[src/rtl/exception_ctrl_pkg.sv]
// rtl/exception_ctrl_pkg.sv - shared types and constants for the exception controller
// Purpose: state encoding, syndrome codes and default handler vector used by
//          exception_ctrl and its testbench.
// Ports:   none (package).
package exc_pkg;

  typedef enum logic [2:0] {
    RUN,
    ENTRY,
    HANDLER,
    RETURN,
    LOCKUP
  } exc_state_t;

  localparam logic [3:0] ESR_NONE  = 4'h0;
  localparam logic [3:0] ESR_IRQ   = 4'h1;
  localparam logic [3:0] ESR_UNDEF = 4'h2;
  localparam logic [3:0] ESR_LOCK  = 4'hF;

  localparam logic [63:0] EXC_VECTOR_DEFAULT = 64'h0000_0000_0000_00D8;

endpackage

[src/rtl/exception_ctrl_irq_sync.sv]
// rtl/exception_ctrl_irq_sync.sv - external interrupt synchronizer chain
// Purpose: STAGES-deep flop chain bringing the asynchronous interrupt level
//          into the clock domain; STAGES=0 is a combinational pass-through.
// Ports:   clk      in  clock
//          reset    in  synchronous active-high reset, clears the chain
//          irq      in  raw interrupt level
//          sync_out out synchronized interrupt level
module irq_sync #(
  parameter int STAGES = 2
) (
  input  logic clk,
  input  logic reset,
  input  logic irq,
  output logic sync_out
);

  generate
    if (STAGES == 0) begin : g_bypass
      assign sync_out = irq;
    end else begin : g_chain
      logic [STAGES-1:0] chain;

      always_ff @(posedge clk) begin
        if (reset) begin
          chain <= '0;
        end else begin
          chain[0] <= irq;
          for (int i = 1; i < STAGES; i++) begin
            chain[i] <= chain[i-1];
          end
        end
      end

      assign sync_out = chain[STAGES-1];
    end
  endgenerate

endmodule

[src/rtl/exception_ctrl.sv]
// rtl/exception_ctrl.sv - exception entry/return sequencer for the fetch PC mux
// Purpose: prioritises external IRQ and undefined-opcode traps, latches the
//          return address (elr) and syndrome (esr), redirects fetch to the
//          handler vector, masks IRQs while a handler runs and performs ERET.
// Ports:   CLOCK_50   in  clock
//          reset      in  synchronous active-high reset
//          ExtIRQ     in  external interrupt level
//          invalid_op in  decoder: current instruction undefined
//          eret       in  decoder: current instruction is ERET
//          cur_pc     in  PC of the instruction in execute
//          exc_taken  out pulse: PC mux selects exc_vector
//          exc_vector out handler entry address (constant)
//          eret_taken out pulse: PC mux selects elr
//          elr        out return address
//          esr        out syndrome code
//          in_handler out high in ENTRY and HANDLER
//          lockup     out high in LOCKUP
module exception_ctrl
  import exc_pkg::*;
#(
  parameter int          N           = 64,
  parameter logic [N-1:0] EXC_VECTOR = N'(EXC_VECTOR_DEFAULT),
  parameter int          SYNC_STAGES = 2
) (
  input  logic         CLOCK_50,
  input  logic         reset,
  input  logic         ExtIRQ,
  input  logic         invalid_op,
  input  logic         eret,
  input  logic [N-1:0] cur_pc,
  output logic         exc_taken,
  output logic [N-1:0] exc_vector,
  output logic         eret_taken,
  output logic [N-1:0] elr,
  output logic [3:0]   esr,
  output logic         in_handler,
  output logic         lockup
);

  exc_state_t state, state_nxt;
  logic       sync_out;
  logic       irq_pending;
  logic       irq_req;
  logic       take_undef;
  logic       take_irq;
  logic       go_lock;
  logic       leave_ret;

  irq_sync #(
    .STAGES (SYNC_STAGES)
  ) u_irq_sync (
    .clk      (CLOCK_50),
    .reset    (reset),
    .irq      (ExtIRQ),
    .sync_out (sync_out)
  );

  // A request that arrived while masked stays visible through irq_pending.
  assign irq_req    = irq_pending | sync_out;

  // Undefined opcode outranks the interrupt; the interrupt then stays pending.
  assign take_undef = (state == RUN) && invalid_op;
  assign take_irq   = (state == RUN) && !invalid_op && irq_req;
  assign go_lock    = (state == HANDLER) && invalid_op;
  assign leave_ret  = (state == RETURN);

  assign exc_vector = EXC_VECTOR;

  always_ff @(posedge CLOCK_50) begin
    if (reset) begin
      state <= RUN;
    end else begin
      state <= state_nxt;
    end
  end

  always_comb begin
    state_nxt = state;
    case (state)
      RUN:     if (invalid_op || irq_req) state_nxt = ENTRY;
      ENTRY:   state_nxt = HANDLER;
      HANDLER: begin
        if (invalid_op) begin
          state_nxt = LOCKUP;
        end else if (eret) begin
          state_nxt = RETURN;
        end
      end
      RETURN:  state_nxt = RUN;
      LOCKUP:  state_nxt = LOCKUP;
      default: state_nxt = RUN;
    endcase
  end

  always_comb begin
    exc_taken  = 1'b0;
    eret_taken = 1'b0;
    in_handler = 1'b0;
    lockup     = 1'b0;
    case (state)
      ENTRY: begin
        exc_taken  = 1'b1;
        in_handler = 1'b1;
      end
      HANDLER: in_handler = 1'b1;
      RETURN:  eret_taken = 1'b1;
      LOCKUP:  lockup     = 1'b1;
      default: ;
    endcase
  end

  always_ff @(posedge CLOCK_50) begin
    if (reset) begin
      elr         <= '0;
      esr         <= ESR_NONE;
      irq_pending <= 1'b0;
    end else begin
      if (take_undef) begin
        // Return past the faulting instruction; wraps modulo 2^N.
        elr <= cur_pc + N'(4);
        esr <= ESR_UNDEF;
      end else if (take_irq) begin
        // Interrupted instruction is flushed and re-executed on return.
        elr <= cur_pc;
        esr <= ESR_IRQ;
      end else if (go_lock) begin
        esr <= ESR_LOCK;
      end else if (leave_ret) begin
        esr <= ESR_NONE;
      end

      if (take_irq) begin
        irq_pending <= 1'b0;
      end else if (sync_out) begin
        irq_pending <= 1'b1;
      end
    end
  end

endmodule
[config.mk]
export PLATFORM = sky130hd
export DESIGN_NAME = exception_ctrl
export DESIGN_NICKNAME = d
export VERILOG_FILES = /design/src/rtl/exception_ctrl_pkg.sv /design/src/rtl/exception_ctrl_irq_sync.sv /design/src/rtl/exception_ctrl.sv
export SDC_FILE = /design/constraint.sdc
export NUM_CORES = 1
export LEC_CHECK = 0
export BUFFER_PORTS_ARGS = -buffer_cell sky130_fd_sc_hd__buf_2
export CAP_MARGIN = 20
export CORE_ASPECT_RATIO = 1.75
export CORE_MARGIN = 1
export CORE_UTILIZATION = 30
export DETAILED_ROUTE_END_ITERATION = 8
export HOLD_SLACK_MARGIN = 0.15
export SLEW_MARGIN = 20
export SYNTH_ARGS = -nofsm -noshare
export SYNTH_HDL_FRONTEND = slang
export SYNTH_SLANG_ARGS = --single-unit
[constraint.sdc]
create_clock -name CLOCK_50 -period 7.95 [get_ports CLOCK_50]
set_input_delay 2.385 -clock CLOCK_50 [delete_from_list [all_inputs] [get_ports CLOCK_50]]
set_output_delay 2.385 -clock CLOCK_50 [all_outputs]
set_load 0.02 [all_outputs]
# Word-level counts from Yosys, hierarchy flattened
# Index checks and enable logic that the tools add are counted.
[word_totals]
mem_bits_rw = 0
latchBits = 0
regBits = 74
input_bits = 69
romBits = 0
mem_count = 0
[classes]
n_lt_le_gt_ge = 0
bitwise = 1
eq_ne = 6
n_reduce_logical = 16
shift = 0
div_mod_pow = 0
muxes = 14
addsub = 1
multipliers = 0
[op_table]
columns = ["op", "count"]
rows = [
  ["$mux W64", 2],
  ["$add A64 B3 Y64 const B", 1],
  ["$pmux W3 S4", 1],
  ["$mux W3", 3],
  ["$mux W4", 2],
  ["$eq A3 B2 Y1 const B", 2],
  ["$reduce_or A2 Y1", 3],
  ["$logic_and A1 B1 Y1", 4],
  ["$mux W1", 4],
  ["$mux W2", 2],
  ["$reduce_bool A2 Y1", 2],
  ["$reduce_bool A4 Y1", 1],
  ["$eq A3 B1 Y1 const B", 1],
  ["$eq A3 B3 Y1 const B", 1],
  ["$logic_not A3 Y1", 1],
  ["$ne A3 B3 Y1 const B", 1],
  ["$reduce_bool A3 Y1", 1],
  ["$reduce_or A3 Y1", 1],
  ["$ne A2 B1 Y1 const B", 1],
  ["$reduce_and A2 Y1", 1],
  ["$logic_not A1 Y1", 1],
  ["$logic_or A1 B1 Y1", 1],
  ["$or A1 B1 Y1", 1],
]

# Depth between registers and ports, before layout
[depth]
depth_word = 5
ltp_mapped = 8
ltp_nobuf = 6

# Modules after synthesis
# A second synthesis with hierarchy kept.
[unflattened]
hier_cells = 583
area_unflattened_um2 = 4586.9
[by_module_without_submodules]
columns = ["module", "instances", "cells_each", "seq_area_each_um2", "area_each_um2"]
rows = [
  ["exception_ctrl", 1, 579, 1421.4, 4534.3],
  ["irq_sync", 1, 4, 40.0, 52.6],
]

# Worst setup path before layout
# OpenSTA, ideal clock, no wires.
[synth_path]
kind = "input-to-reg"
from = "input invalid_op"
to = "register elr[46]"
setup_slack_ns = 3.389
cell_stages = 6
arrival_ns = 4.470
setup_ns = 0.091
required_time_ns = 7.859
n_path_buf = 1
cell_sequence = "buf_2 > or4b_4 > nor4_4 > nand4_4 > or4_1 > a311oi_1"
[synth_between]
elab_chain_cells = 4
[synth_rtl]
columns = ["element", "line_no", "source"]
rows = [
  ["from (decl)", "exception_ctrl.sv:28", "input logic invalid_op,"],
  ["$logic_not A1 Y1", "exception_ctrl.sv:63", "assign take_irq = (state == RUN) && !invalid_op && irq_req;"],
  ["$logic_and A1 B1 Y1 (2 in series)", "exception_ctrl.sv:63", ""],
  ["$reduce_bool A2 Y1 (no source line)", "n/a", ""],
  ["to (signal assigned)", "exception_ctrl.sv:120", "elr <= cur_pc + N'(4);"],
  ["to (signal assigned)", "exception_ctrl.sv:124", "elr <= cur_pc;"],
  ["to (decl)", "exception_ctrl.sv:34", "output logic [N-1:0] elr,"],
]
# Parallel ways exist; a longest one is shown, timed or not.
# A chain may end at the register's enable or synchronous reset.

# Worst setup path in the final report
[layout_path]
from = "input invalid_op"
to = "register elr[60]"
# The elaborated chain is that of the path after synthesis.

==> metrics <==
FMAX=around 200 MHz; vias in the first global route=4010; Unique masters post-synth=58; most frequent cells in the layout=buf_2 (140), dfxtp_1 (73), conb_1 (64); area grow syn2layout=19.8%; data required time of the worst path=a little over 8 ns; Leakage=2.28 nW; Worst setup EP type=flop; R2R depth=5; first-pass GRT wire length=about 21 mm; I/O pin cnt=~210; post_cts resized=0; GRT Residual Overflow=0; routability congestion estimate=0.820; register area share after synthesis=a little under a third; CP top delay family=simple AND/OR/NAND/NOR gates; RSZ-0062 raised after global routing=no; final hold viol count=0; post-synth top area cell=dfxtp_1; most common cell after layout, fill and taps aside=buf_2; total number of vias=approximately 4600; Async SR Flop Fraction=0%; FP Rows=59; WHS Path Cells=1; worst path cell trace=buf_2 -> or4b_4 -> nor4_4 -> nand4_4 -> or4_1 -> a311oi_1; Post-Route Skew=0.00514 ns; Total Power=about 0.0012 W; Clock transition at path regs=around 0.06 ns; DR WL/cell=roughly 16 um; flops & latches, synth=73; worst skew pair latency=approximately 0.34 ns; CTS max path bufs=2; Hold Slack=around 0.44 ns; status=completed; top cell type's share of synthesized area=31.7%; fin crit share=~64%; sum of buffers and inverters on the critical path=1; Detailed Route Iter0 Violations=167; Num CTS Buffers=9; Mapped Cells=just under 600; GRT Total Usage=~18%; Critical Path AT=5.29 ns; via/cell ratio=a little over 5; final wirelength=~14 mm; Starting Density=30.9%; Ys Warns=0; dominant cells by area after synthesis=dfxtp_1 (32%), buf_4 (11%), nor2_1 (5.1%); Crit-path slowest cell=nor4_4; Main synth FF type=dfxtp_1; slowest cell delay on critical path=between 0.8 and 0.9 ns; R2R Path Start=state[2]$_SDFFE_PP0P_; crit path launch=invalid_op; routing usage on met2=32.7%; Chip Height=~170 um; Pre-Repair DR Iteration Count=4; average size of a mapped cell=about 7.8 um^2; Max-cap violations=0; CP max FO=19; PwrDens=around 220 mW/mm^2; Final setup viols=0; DRC viols=0; Final #Nets=around 800; CTS tree=built; EDFF count, synth=0; setup TNS=0 ns; # Post-CTS Setup Buffers=0; Slew Viols, Final=0; startpoint types=input port; CTS Hold Bufs=0; GR Layer Usage met3=about 3.2%; Slew headroom=around 33%; Cell Area, Synth=0.00461 mm^2; clock sink total=73; Hold Startpoint=u_irq_sync.g_chain.chain[0]$_SDFF_PP0_; Worst-Margin Slew=roughly 1 ns; clock root cell=clkbuf_16; buffers added on ports=140; GR met1 Demand/Resource=a little under a fifth; ratio of cells with drive above 1 in the final layout=24.6%; core area=between 0.01 and 0.015 mm^2; class of the worst hold path=reg -> reg; fin crit period=5.05 ns; Worst path depth=6; Final HPWL DP=10.7 mm; critical path class=in -> reg; largest net degree at the start of global routing=slightly above 100; # diodes=0; Max IR drop VDD=roughly 0.0001 V; number of H-tree levels=3; Die ar.=about 0.016 mm^2; Antenna Nets Post-Route=0; final core utilization=a little under two fifths; most used routing layer=met2; initial antenna violation count=0; Die X=about 96 um
==> final timing paths <==
check	endpoint	slack [ns]
setup / recovery	elr[60]$_SDFFE_PP0P_	2.90
hold / removal	u_irq_sync.g_chain.chain[1]$_SDFF_PP0_	0.44
setup reg to reg	elr[60]$_SDFFE_PP0P_	4.56
hold reg to reg	u_irq_sync.g_chain.chain[1]$_SDFF_PP0_	0.44
==> report_power, final <==
group | switching, W | internal [W] | leakage [nW] | total [W]
clock | 0.000158 | 0.000313 | 0.172 | 0.000472
sequential | 0.0000256 | 0.000410 | 0.604 | 0.000436
combinational | 0.000206 | 0.0000958 | 1.50 | 0.000302
total | 0.000390 | 0.000820 | 2.28 | 0.00121
==> sequential cells by signal (all words and copies together), names as in the netlist <==
signal	count
u_irq_sync.g_chain.chain	2
state	3
esr	3
irq_pending	1
elr	64
==> cells in the mapped netlist (3+ instances only) <==
library cell	instances
inv_1	9
and3_1	5
nor2_1	62
o31ai_1	13
a31oi_1	9
nor3b_1	3
nor3_1	18
a211oi_1	15
or2_2	5
xnor2_1	5
nand3_1	31
clkbuf_1	21
o21ai_0	17
and2_1	5
nand2_1	52
a311oi_1	26
nand4_1	22
buf_1	6
or4_1	18
buf_4	65
dfxtp_1	73
or3_1	21
and4_1	5
xor2_1	8
o211ai_1	4
nand2b_1	4
o31a_1	3
nor4_1	11
a21oi_1	14
==> area by class of cell <==
cell class                      instances  area [um^2]
Fill cell                            1638         9390
Clock inverter                          6          105
Inverter                                9         33.8
Timing Repair Buffer                  142          716
Multi-Input combinational cell        472         2730
Tap cell                              183          229
Clock buffer                           10          239
Sequential cell                        73         1460
==> through the flow <==
| stage | cell area (um^2) | worst slack (ns) | instances |
|---|---|---|---|
| 2_1_floorplan | 4840 | 3.39 | 650 |
| 3_3_place_gp | 5170 | 2.62 | 879 |
| 3_5_place_dp | 5170 | 2.58 | 879 |
| 4_1_cts | 5520 | 2.92 | 895 |
| 5_1_grt | 5520 | 2.65 | 895 |
| 6_report | 5520 | 2.90 | 895 |
==> cell families (layout without fill, tap and decap cells) <==
group,after synthesis,after routing,share of synthesized area (%)
compound gates,114,114,17.8
xor+xnor,13,13,2.47
fa+ha+maj,1,1,0.272
buf+inv,105,167,14.2
flops,73,73,31.7
mux,4,4,0.951
other cells,2,64,0.163
simple gates,276,276,32.4
==> metal layers <==
metal | routed length (um) | up-vias
li1 | - | 2307
met1 | 5340 | 2076
met2 | 7650 | 164
met3 | 834 | 17
met4 | 311 | 0
met5 | 0 | -
No activity file was read; power rests on OpenSTA's default activity.
